--- config.mk ---
export PLATFORM = sky130hd
export DESIGN_NAME = keyseq_driver
export DESIGN_NICKNAME = d
export VERILOG_FILES = /design/src/rtl/keyseq_driver.sv
export SDC_FILE = /design/constraint.sdc
export NUM_CORES = 1
export LEC_CHECK = 0
export CELL_PAD_IN_SITES_DETAIL_PLACEMENT = 1
export CELL_PAD_IN_SITES_GLOBAL_PLACEMENT = 1
export CORE_ASPECT_RATIO = 0.6
export CORE_MARGIN = 2
export CORE_UTILIZATION = 37
export DETAILED_ROUTE_END_ITERATION = 10
export GPL_ROUTABILITY_DRIVEN = 0
export PLACE_DENSITY = 0.82
export SYNTH_ARGS = -nofsm -noshare
export SYNTH_HDL_FRONTEND = slang
export SYNTH_SLANG_ARGS = --single-unit
--- constraint.sdc ---
create_clock -name clock -period 1.3 [get_ports clock]
set_input_delay 0.26 -clock clock [delete_from_list [all_inputs] [get_ports clock]]
set_output_delay 0.26 -clock clock [all_outputs]
set_load 0.005 [all_outputs]
--- src/rtl/keyseq_driver.sv ---
// rtl/keyseq_driver.sv - replays a serially loaded key schedule in lockstep with a locked core's phase counter
// Optional feature: define KEYSEQ_ZEROIZE_EN to wipe the key memory and return to EMPTY on stop.
module keyseq_driver #(
  parameter  int KEY_BITS = 3,
  parameter  int NUM_KEYS = 4,
  localparam int PHASE_W  = (NUM_KEYS > 1) ? $clog2(NUM_KEYS) : 1
) (
  input  logic                clock,
  input  logic                reset_n,
  input  logic                load_valid,
  input  logic [KEY_BITS-1:0] load_data,
  output logic                load_ready,
  input  logic                start,
  input  logic                stop,
  output logic [KEY_BITS-1:0] keyinput,
  output logic [PHASE_W-1:0]  phase,
  output logic                key_active,
  output logic                armed
);

  typedef enum logic [1:0] {S_EMPTY, S_LOAD, S_ARMED, S_RUN} state_t;

  localparam logic [PHASE_W-1:0] LAST_IDX = PHASE_W'(NUM_KEYS - 1);

  state_t              state_q, state_d;
  logic [KEY_BITS-1:0] mem [NUM_KEYS];
  logic [PHASE_W-1:0]  wr_idx_q, wr_idx_d;
  logic [PHASE_W-1:0]  phase_d;
  logic [KEY_BITS-1:0] key_d;
  logic                wr_en;
  logic                zeroize;

  always_ff @(posedge clock or negedge reset_n) begin
    if (!reset_n) begin
      state_q  <= S_EMPTY;
      wr_idx_q <= '0;
    end else begin
      state_q  <= state_d;
      wr_idx_q <= wr_idx_d;
    end
  end

  always_comb begin
    state_d  = state_q;
    wr_idx_d = wr_idx_q;
    wr_en    = 1'b0;
    zeroize  = 1'b0;
    case (state_q)
      S_EMPTY, S_LOAD: begin
        if (load_valid && load_ready) begin
          wr_en = 1'b1;
          if (wr_idx_q == LAST_IDX) begin
            state_d  = S_ARMED;
            wr_idx_d = '0;
          end else begin
            state_d  = S_LOAD;
            wr_idx_d = wr_idx_q + 1'b1;
          end
        end
      end
      S_ARMED: begin
        // stop wins over a simultaneous start
        if (start && !stop) state_d = S_RUN;
      end
      S_RUN: begin
        if (stop) begin
`ifdef KEYSEQ_ZEROIZE_EN
          state_d  = S_EMPTY;
          wr_idx_d = '0;
          zeroize  = 1'b1;
`else
          state_d  = S_ARMED;
`endif
        end
      end
      default: state_d = S_EMPTY;
    endcase

    // Phase restarts at 0 on entry to RUN so it lines up with the core's counter reset
    phase_d = '0;
    key_d   = '0;
    if (state_d == S_RUN) begin
      if (state_q == S_RUN && NUM_KEYS > 1) phase_d = phase + 1'b1;
      key_d = mem[phase_d];
    end
  end

  always_ff @(posedge clock or negedge reset_n) begin
    if (!reset_n) begin
      for (int i = 0; i < NUM_KEYS; i++) mem[i] <= '0;
    end else if (zeroize) begin
      for (int i = 0; i < NUM_KEYS; i++) mem[i] <= '0;
    end else if (wr_en) begin
      mem[wr_idx_q] <= load_data;
    end
  end

  always_ff @(posedge clock or negedge reset_n) begin
    if (!reset_n) begin
      keyinput   <= '0;
      phase      <= '0;
      key_active <= 1'b0;
      armed      <= 1'b0;
      load_ready <= 1'b1;
    end else begin
      keyinput   <= key_d;
      phase      <= phase_d;
      key_active <= (state_d == S_RUN);
      armed      <= (state_d == S_ARMED);
      load_ready <= (state_d == S_EMPTY) || (state_d == S_LOAD);
    end
  end

endmodule

* Yosys cells after proc, flatten, opt, wreduce, memory -nomap -nowiden
Index checks and enable logic that the tools add are counted.
** Operators by class
- $add $sub $neg :: 2
- $lt $le $gt $ge :: 3
- Equality and inequality tests :: 7
- Multiplexer cells :: 18
- Bitwise operators :: 2
- Reduce and logical (&&, ||, !) cells :: 9
** Operators with widths (count)
- 2-bit 2-to-1 mux :: 8
- 12-bit bitwise mux :: 1
- 3-bit 2-to-1 mux :: 4
- 2-bit equality test, second input constant :: 5
- 3-bit binary-select mux with 2-bit select :: 1
- 3-bit demux with 2-bit select :: 1
- 3-bit greater-or-equal comparator, second input constant :: 2
- 2-bit NOT with 3-bit output :: 2
- 2-bit one-hot mux with 3 select lines :: 1
- 2-bit by 1-bit adder with 2-bit output, second input constant :: 2
- 2-bit by 1-bit equality test with 1-bit output, second input constant :: 2
- 2-bit zero test :: 2
- 1-bit logical AND :: 3
- 3-bit by 1-bit less-than comparator with 1-bit output, second input constant :: 1
- 1-bit 2-to-1 mux :: 2
- 2-bit AND reduction :: 1
- 2-bit OR reduction :: 1
- 1-bit zero test :: 1
- 1-bit logical OR :: 1
** Storage, ports and cells
- Register bits :: 24

* Logic depth before layout (Yosys ltp)
Gate-level depths: netlist (run 1).
- Word-level depth :: 11
- Gate-level depth with buffers :: 4
- Gate-level depth less buffers :: 4

* Worst setup path after synthesis (run 1)
Ideal clock, no wire load.
- Kind :: register to register
- Start point :: register load_ready
- End point :: register mem[0] in the netlist's numbering
- Library setup time :: 0.125 ns
- Arrival :: 1.179 ns
- Data required time :: 1.175 ns
- Path slack :: -0.003 ns
- Stages on the path, launching flop included :: 5
- Period minus slack after synthesis :: 1.303 ns
- Cells stage by stage :: dfstp_2 > and3b_1 > buf_2 > nand2_1 > mux2_2
** On the way
- Longest elaborated chain between the ends :: 3
** RTL lines
- start: declaration :: line 12 : output logic load_ready,
- start signal: assignment :: line 110 : load_ready <= (state_d == S_EMPTY) || (state_d == S_LOAD);
- 1-bit logical AND :: line 50 : if (load_valid && load_ready) begin
- 1-bit 2-to-1 mux :: line 50
- 1-bit 2-to-1 mux :: line 48 : case (state_q)
- end signal: indexed assignment :: line 94 : mem[wr_idx_q] <= load_data;
- end: declaration :: line 26 : logic [KEY_BITS-1:0] mem [NUM_KEYS];
Every way passes these cells.
A chain may end at the register's enable or synchronous reset.

* Worst setup path after layout (run 1)
- Start point :: register load_ready
- End point :: register mem[1] in the netlist's numbering
Same word-level chain as after synthesis.

==> results of run 1 <==
[worst register-to-register path, cell delays in order (launching register included)]
cell	delay (ns)
dfstp_2	0.54
buf_6	0.09
and3b_2	0.28
nand2_2	0.11
mux2_2	0.29
[final cells by class]
type | count | area (um2) | area share (%)
Sequential cell | 24 | 603 | 39.8
Multi-Input combinational cell | 49 | 510 | 33.7
Timing Repair Buffer | 31 | 287 | 18.9
Clock buffer | 4 | 55.1 | 3.64
Tap cell | 32 | 40.0 | 2.64
Inverter | 5 | 18.8 | 1.24
[logic make-up (layout without fill, tap and decap cells)]
family                   Yosys count  count (layout)
buffers and inverters              6              40
flip-flops                        24              24
AO/OA/AOI/OAI                     12              12
multiplexers                      15              15
XOR/XNOR                           1               1
AND/OR/NAND/NOR                   17              17
adder cells (fa/ha/maj)            4               4
[state kept, by name (all words and copies together), names as in the netlist]
| name | flops |
|---|---|
| state_q | 2 |
| key_active | 1 |
| mem | 12 |
| wr_idx_q | 2 |
| keyinput | 3 |
| load_ready | 1 |
| armed | 1 |
| phase | 2 |
[cell usage in the layout, fill, tap and decap left out, drive strengths merged]
cell type | Yosys | layout
nand3b | 1 | 1
dlygate4sd2 | 0 | 7
buf | 1 | 17
nor2 | 4 | 4
clkbuf | 0 | 4
mux2 | 12 | 12
a211oi | 3 | 3
ha | 4 | 4
xnor2 | 1 | 1
a31oi | 1 | 1
a21oi | 1 | 1
mux2i | 3 | 3
and3b | 1 | 1
o211ai | 1 | 1
clkdlybuf4s50 | 0 | 7
and2b | 3 | 3
o21ai | 3 | 3
or2 | 1 | 1
a2111oi | 3 | 3
inv | 5 | 5
dfrtp | 23 | 23
dfstp | 1 | 1
nand2 | 7 | 7
[synth_stat cells (3+ instances only)]
library cell / n
mux2i_1: 3
nor2_1: 4
a2111oi_0: 3
mux2_2: 12
a211oi_1: 3
inv_1: 5
nand2_1: 7
dfrtp_1: 23
and2b_2: 3
ha_1: 4
o21ai_0: 3
[path summary, 6_finish.rpt]
check	from	endpoint	slack, ns	depth (start not counted)
max in group asynchronous	reset_n	load_ready	0.74	2
max	load_ready	mem[1]	-0.12	4
min reg2reg	mem[2]	mem[2]	0.53	1
min in group clock	mem[2]	mem[2]	0.53	1
max reg2reg	load_ready	mem[1]	-0.12	4
min	reset_n	phase[1]	0.33	2
[power by group through the flow]
stage	Sequential, mW	Combinational, mW	Clock, mW
after floorplan	1.22	0.483	0
after global placement	1.26	0.823	0
after detailed placement	1.29	0.884	0
after CTS	1.27	1.04	0.521
after global routing	1.34	1.28	0.563
final	1.30	1.18	0.515
[stage by stage]
stage,cells,hold WS [ns]
floorplan,79,-0.0356
global placement,132,0.489
detailed placement,132,0.499
CTS,143,0.336
global route,145,0.340
finish,145,0.332
[routing by layer]
layer  GRT usage [%]  up-vias  part of all wire, %
li1                -      344                    -
met1            22.8      374                   43
met2            33.5       16                   51
met3            6.03        4                  4.4
met4            6.79        0                  1.2
met5               0        -                    0
[repair_timing]
action,CTS,global route
setup buffers,7,3
hold buffers,0,0
setup endpoints to repair,23,22
pin swaps,4,5
resized for setup,23,16
==> results.json, run 1 <==
{
  "outcome": "finished with violations",
  "failed_checks": "negative setup slack",
  "via_per_inst": 5.09,
  "switching_share_pct": 33.8,
  "core-area_um2": 2570,
  "fin_area_um2": 1510,
  "syn_area_um2": 1020,
  "dieArea_um2": 3220,
  "yosysUniqueCellTypes": 20,
  "clock_power_share_pct": 17.2,
  "critical_path.top_delay_family": "flip-flops",
  "ant_nets": 0,
  "synth_fa_ha_area_share_pct": 4.88,
  "first_pass_iters": 2,
  "cts_tree": "done",
  "maxCapViolCount": 0,
  "drv_slew": 0,
  "clock_latency_ns": 0.27,
  "slowest_delay_ns": 0.54,
  "dpl_cell_area_um2": 1270,
  "drt_iter0_drc": 17,
  "ir_drop_uv": 1120,
  "drive_gt1_share_pct": 47.8,
  "yosys_warnings": 0,
  "wl_per_cell_um": 18.8,
  "grt_pass1_wl_um": 4280,
  "numPortBuffers": 15,
  "fin_skew_ns": 0.00681,
  "syn_inst": 79,
  "clockRootBuffer": "clkbuf_8",
  "fillers": 254,
  "synth-compound-area-share_pct": 8.06,
  "hold_class": "input pin to async pin",
  "leakagePower_nw": 0.717,
  "cp.arrival_ns": 1.58,
  "power_frac_seq_pct": 43.3,
  "synthSimpleGateAreaFrac_pct": 9.04,
  "yosys_register_bits": 24,
  "rows": 14,
  "grt_pass1_vias": 814,
  "synth_xor_area_share_pct": 0.855,
  "dp.final_hpwl_um": 1830,
  "fin_crit_sh_pct": 109,
  "async_reset_ff_share_pct": 100,
  "cpMaxStageDelayCell": "dfstp_2",
  "post-route-util_pct": 58.8,
  "cts_buffers": 3,
  "clockBufferDepth": 2,
  "ys.flop_type": "dfrtp_1",
  "synthMuxAreaShare_pct": 16.1,
  "min_period_ns": 1.42,
  "p_switching_mw": 1.01,
  "clock_sinks": 24,
  "synth_area_leaders": "dfrtp_1 (56%), mux2_2 (13%), ha_1 (4.9%), mux2i_1 (2.9%), dfstp_2 (2.6%)",
  "crit_chain": "buf_6 -> and3b_2 -> nand2_2 -> mux2_2",
  "setup_ws_ns": -0.121,
  "synth_edf_count": 0,
  "drc": 0,
  "tightest_slew_ns": 0.316,
  "synth_top_area_share_pct": 56.2,
  "combPwrFrac_pct": 39.5,
  "intPower_mw": 1.98,
  "setup.worst_path.start_class": "flip-flop",
  "rsz0062_at_grt": "true",
  "relSlewSlack_pct": 78.9,
  "yosysTopAreaCell": "dfrtp_1",
  "die_w_um": 71.9,
  "hold_viol": 0,
  "ys_seq_area_share_pct": 58.7,
  "place_ws_ns": -0.300,
  "finalNetCount": 126,
  "avgSynthCellArea_um2": 13.0,
  "cp_max_fo": 5,
  "grt_max_degree": 25,
  "htree_levels": 1,
  "power_mw": 2.99,
  "worst-path-buf-inv": 1,
  "synth_nets": 91,
  "vias": 738,
  "synth_top_family_by_area": "multiplexers",
  "io_pins": 16,
  "end_kind": "flip-flop",
  "track_usage_pct": 19.1,
  "antenna_found_initial": 0,
  "required_ns": 1.46,
  "n_antenna_cell": 0,
  "clock.fmax_mhz": 704,
  "clk_pin_slew_ns": 0.09,
  "syn2layout_area_growth_pct": 47.7,
  "worstSetupPathType": "flip-flop to flip-flop",
  "grt_overflow_total": 0,
  "drt-total-wl_um": 2720,
  "fin_tns_setup_ns": -1.55,
  "cellPowerDensity_nw_per_um2": 1980,
  "setup_viol": 18,
  "start_util_pct": 39.8,
  "fp.dieH_um": 44.8
}
No activity file was read; power rests on OpenSTA's default activity.
==> inputs of run 2 (changes only) <==
SKIP_CTS_REPAIR_TIMING = 1   (was not set)
==> results.json, run 2 (same netlist as run 1, synthesis figures left out) <==
{
  "wl_per_cell_um": 17.9,
  "clock_sinks": 24,
  "rows": 14,
  "drt-total-wl_um": 2470,
  "hold_class": "input pin to async pin",
  "layout_commonest_cell": "dfrtp_1",
  "rsz0062_at_grt": "true",
  "worst_r2r_endpoint": "armed",
  "min_period_ns": 1.35,
  "stdcell_count": 138,
  "largest_registers": "mem x12, keyinput x3",
  "largest_register_ffs": 12,
  "io_pins": 16,
  "grt_pass1_wl_um": 3920,
  "cts_buffers": 3,
  "grt_pass1_vias": 763,
  "multiInputGateArea_um2": 498,
  "drt_iter0_drc": 21,
  "failed_checks": "negative setup slack",
  "outcome": "finished with violations",
  "vias": 708,
  "clock.fmax_mhz": 740,
  "timing.critical_path.from": "state_q[0]",
  "dpl_cell_area_um2": 1270,
  "r2r_cells": 3,
  "htree_levels": 1,
  "fp.dieH_um": 44.8,
  "dp.cells": 132,
  "clockBufferDepth": 2,
  "clock_latency_ns": 0.27,
  "setup_viol": 17,
  "first_pass_iters": 2,
  "die_w_um": 71.9,
  "ant_nets": 0,
  "post-route-util_pct": 57.0,
  "syn2layout_area_growth_pct": 43.3,
  "setup_ws_ns": -0.0518,
  "cp_max_fo": 6,
  "fillers": 258,
  "clockRootBuffer": "clkbuf_8",
  "r2r_start": "state_q[0]",
  "fin_area_um2": 1470,
  "start_util_pct": 39.8,
  "track_usage_pct": 17.3,
  "cpMaxStageDelayCell": "o211ai_1",
  "cts_tree": "done",
  "cp-endpoint": "armed",
  "relSlewSlack_pct": 53.5,
  "dp.final_hpwl_um": 1830,
  "tightest_slew_ns": 0.694,
  "drc": 0,
  "crit_chain": "o211ai_1 -> inv_1 -> nor2_1",
  "seq_area_um2": 603,
  "required_ns": 1.50,
  "regToRegSetupSlack_ns": -0.05,
  "hold_viol": 0,
  "antenna_found_initial": 0,
  "ir_drop_uv": 1120,
  "largest_register": "mem",
  "worstSetupPathType": "flip-flop to flip-flop",
  "leakagePower_nw": 0.768,
  "clk_pin_slew_ns": 0.08,
  "via_per_inst": 5.13,
  "dieArea_um2": 3220,
  "cellPowerDensity_nw_per_um2": 1980,
  "end_kind": "flip-flop",
  "drive_gt1_share_pct": 45.3,
  "power_mw": 2.91,
  "slowest_delay_ns": 0.59,
  "cp.arrival_ns": 1.55,
  "setup.worst_path.start_class": "flip-flop",
  "n_antenna_cell": 0,
  "grt_overflow_total": 0,
  "layout_common_cells": "dfrtp_1 (22), mux2_2 (11), dlymetal6s2s_1 (8), clkdlybuf4s50_1 (7), buf_4 (7)",
  "fin_skew_ns": 0.00637,
  "core-area_um2": 2570,
  "finalNetCount": 119,
  "grt_max_degree": 25,
  "maxCapViolCount": 0,
  "drv_slew": 0,
  "numPortBuffers": 15,
  "fin_crit_sh_pct": 104
}
-- run 2: cell types whose count changed in the layout (fill, tap and decap cells not counted), moves of 3 or more --
cell,delta
dlygate4sd2_1,-7
buf_6,-3
dlymetal6s2s_1,+8
buf_4,-5
-- run 2: area by class of cell --
type                       instances  share of cell area (%)
sequential                        24                    41.1
timing repair buffer              24                    17.3
multi-input combinational         49                    33.9
tap                               32                    2.73
clock buffer                       4                    3.75
inverter                           5                    1.28
-- run 2: worst max-delay path, delay by kind of cell, from the launching register on --
family                 cells  cell delay, ns
AOI/OAI and AO/OA          1            0.59
DFF                        1            0.44
and+or+nand+nor            1            0.13
buffers and inverters      1            0.13
-- run 2: metrics by stage --
step	hold slack [ns]	setup TNS, ns	setup slack [ns]
5_1_grt	0.333	-1.26	-0.111
3_3_place_gp	0.489	-2.93	-0.249
6_report	0.335	-0.437	-0.0518
4_1_cts	0.336	-1.81	-0.291
3_5_place_dp	0.499	-3.77	-0.300
2_1_floorplan	-0.0356	0	0.0181
-- run 2: how the worst min path moves through the flow --
stage          slack (ns)          end  cells past startpoint
2_1_floorplan       -0.04        armed                      0
3_3_place_gp         0.49       mem[0]                      1
3_5_place_dp         0.50       mem[1]                      1
4_1_cts              0.34  keyinput[1]                      2
5_1_grt              0.33       mem[4]                      2
6_report             0.33       mem[4]                      2
-- run 2: power breakdown --
part	internal, mW	total [mW]	switching (mW)
clock network	0.270	0.502	0.232
registers	1.06	1.31	0.248
logic	0.611	1.10	0.489
-- run 2: metal layers --
metal	track usage (%)	vias to the layer above	share of wire, %
li1	-	332	-
met1	21.6	362	43
met2	28.5	12	52
met3	5.36	2	4.4
met4	7.17	0	0.69
met5	0	-	0
==> inputs of run 3 (changes only) <==
ABC_AREA = 0   (was not set)
==> results of run 3 <==
The final DEF is identical to that of run 2; final timing and power are the same.
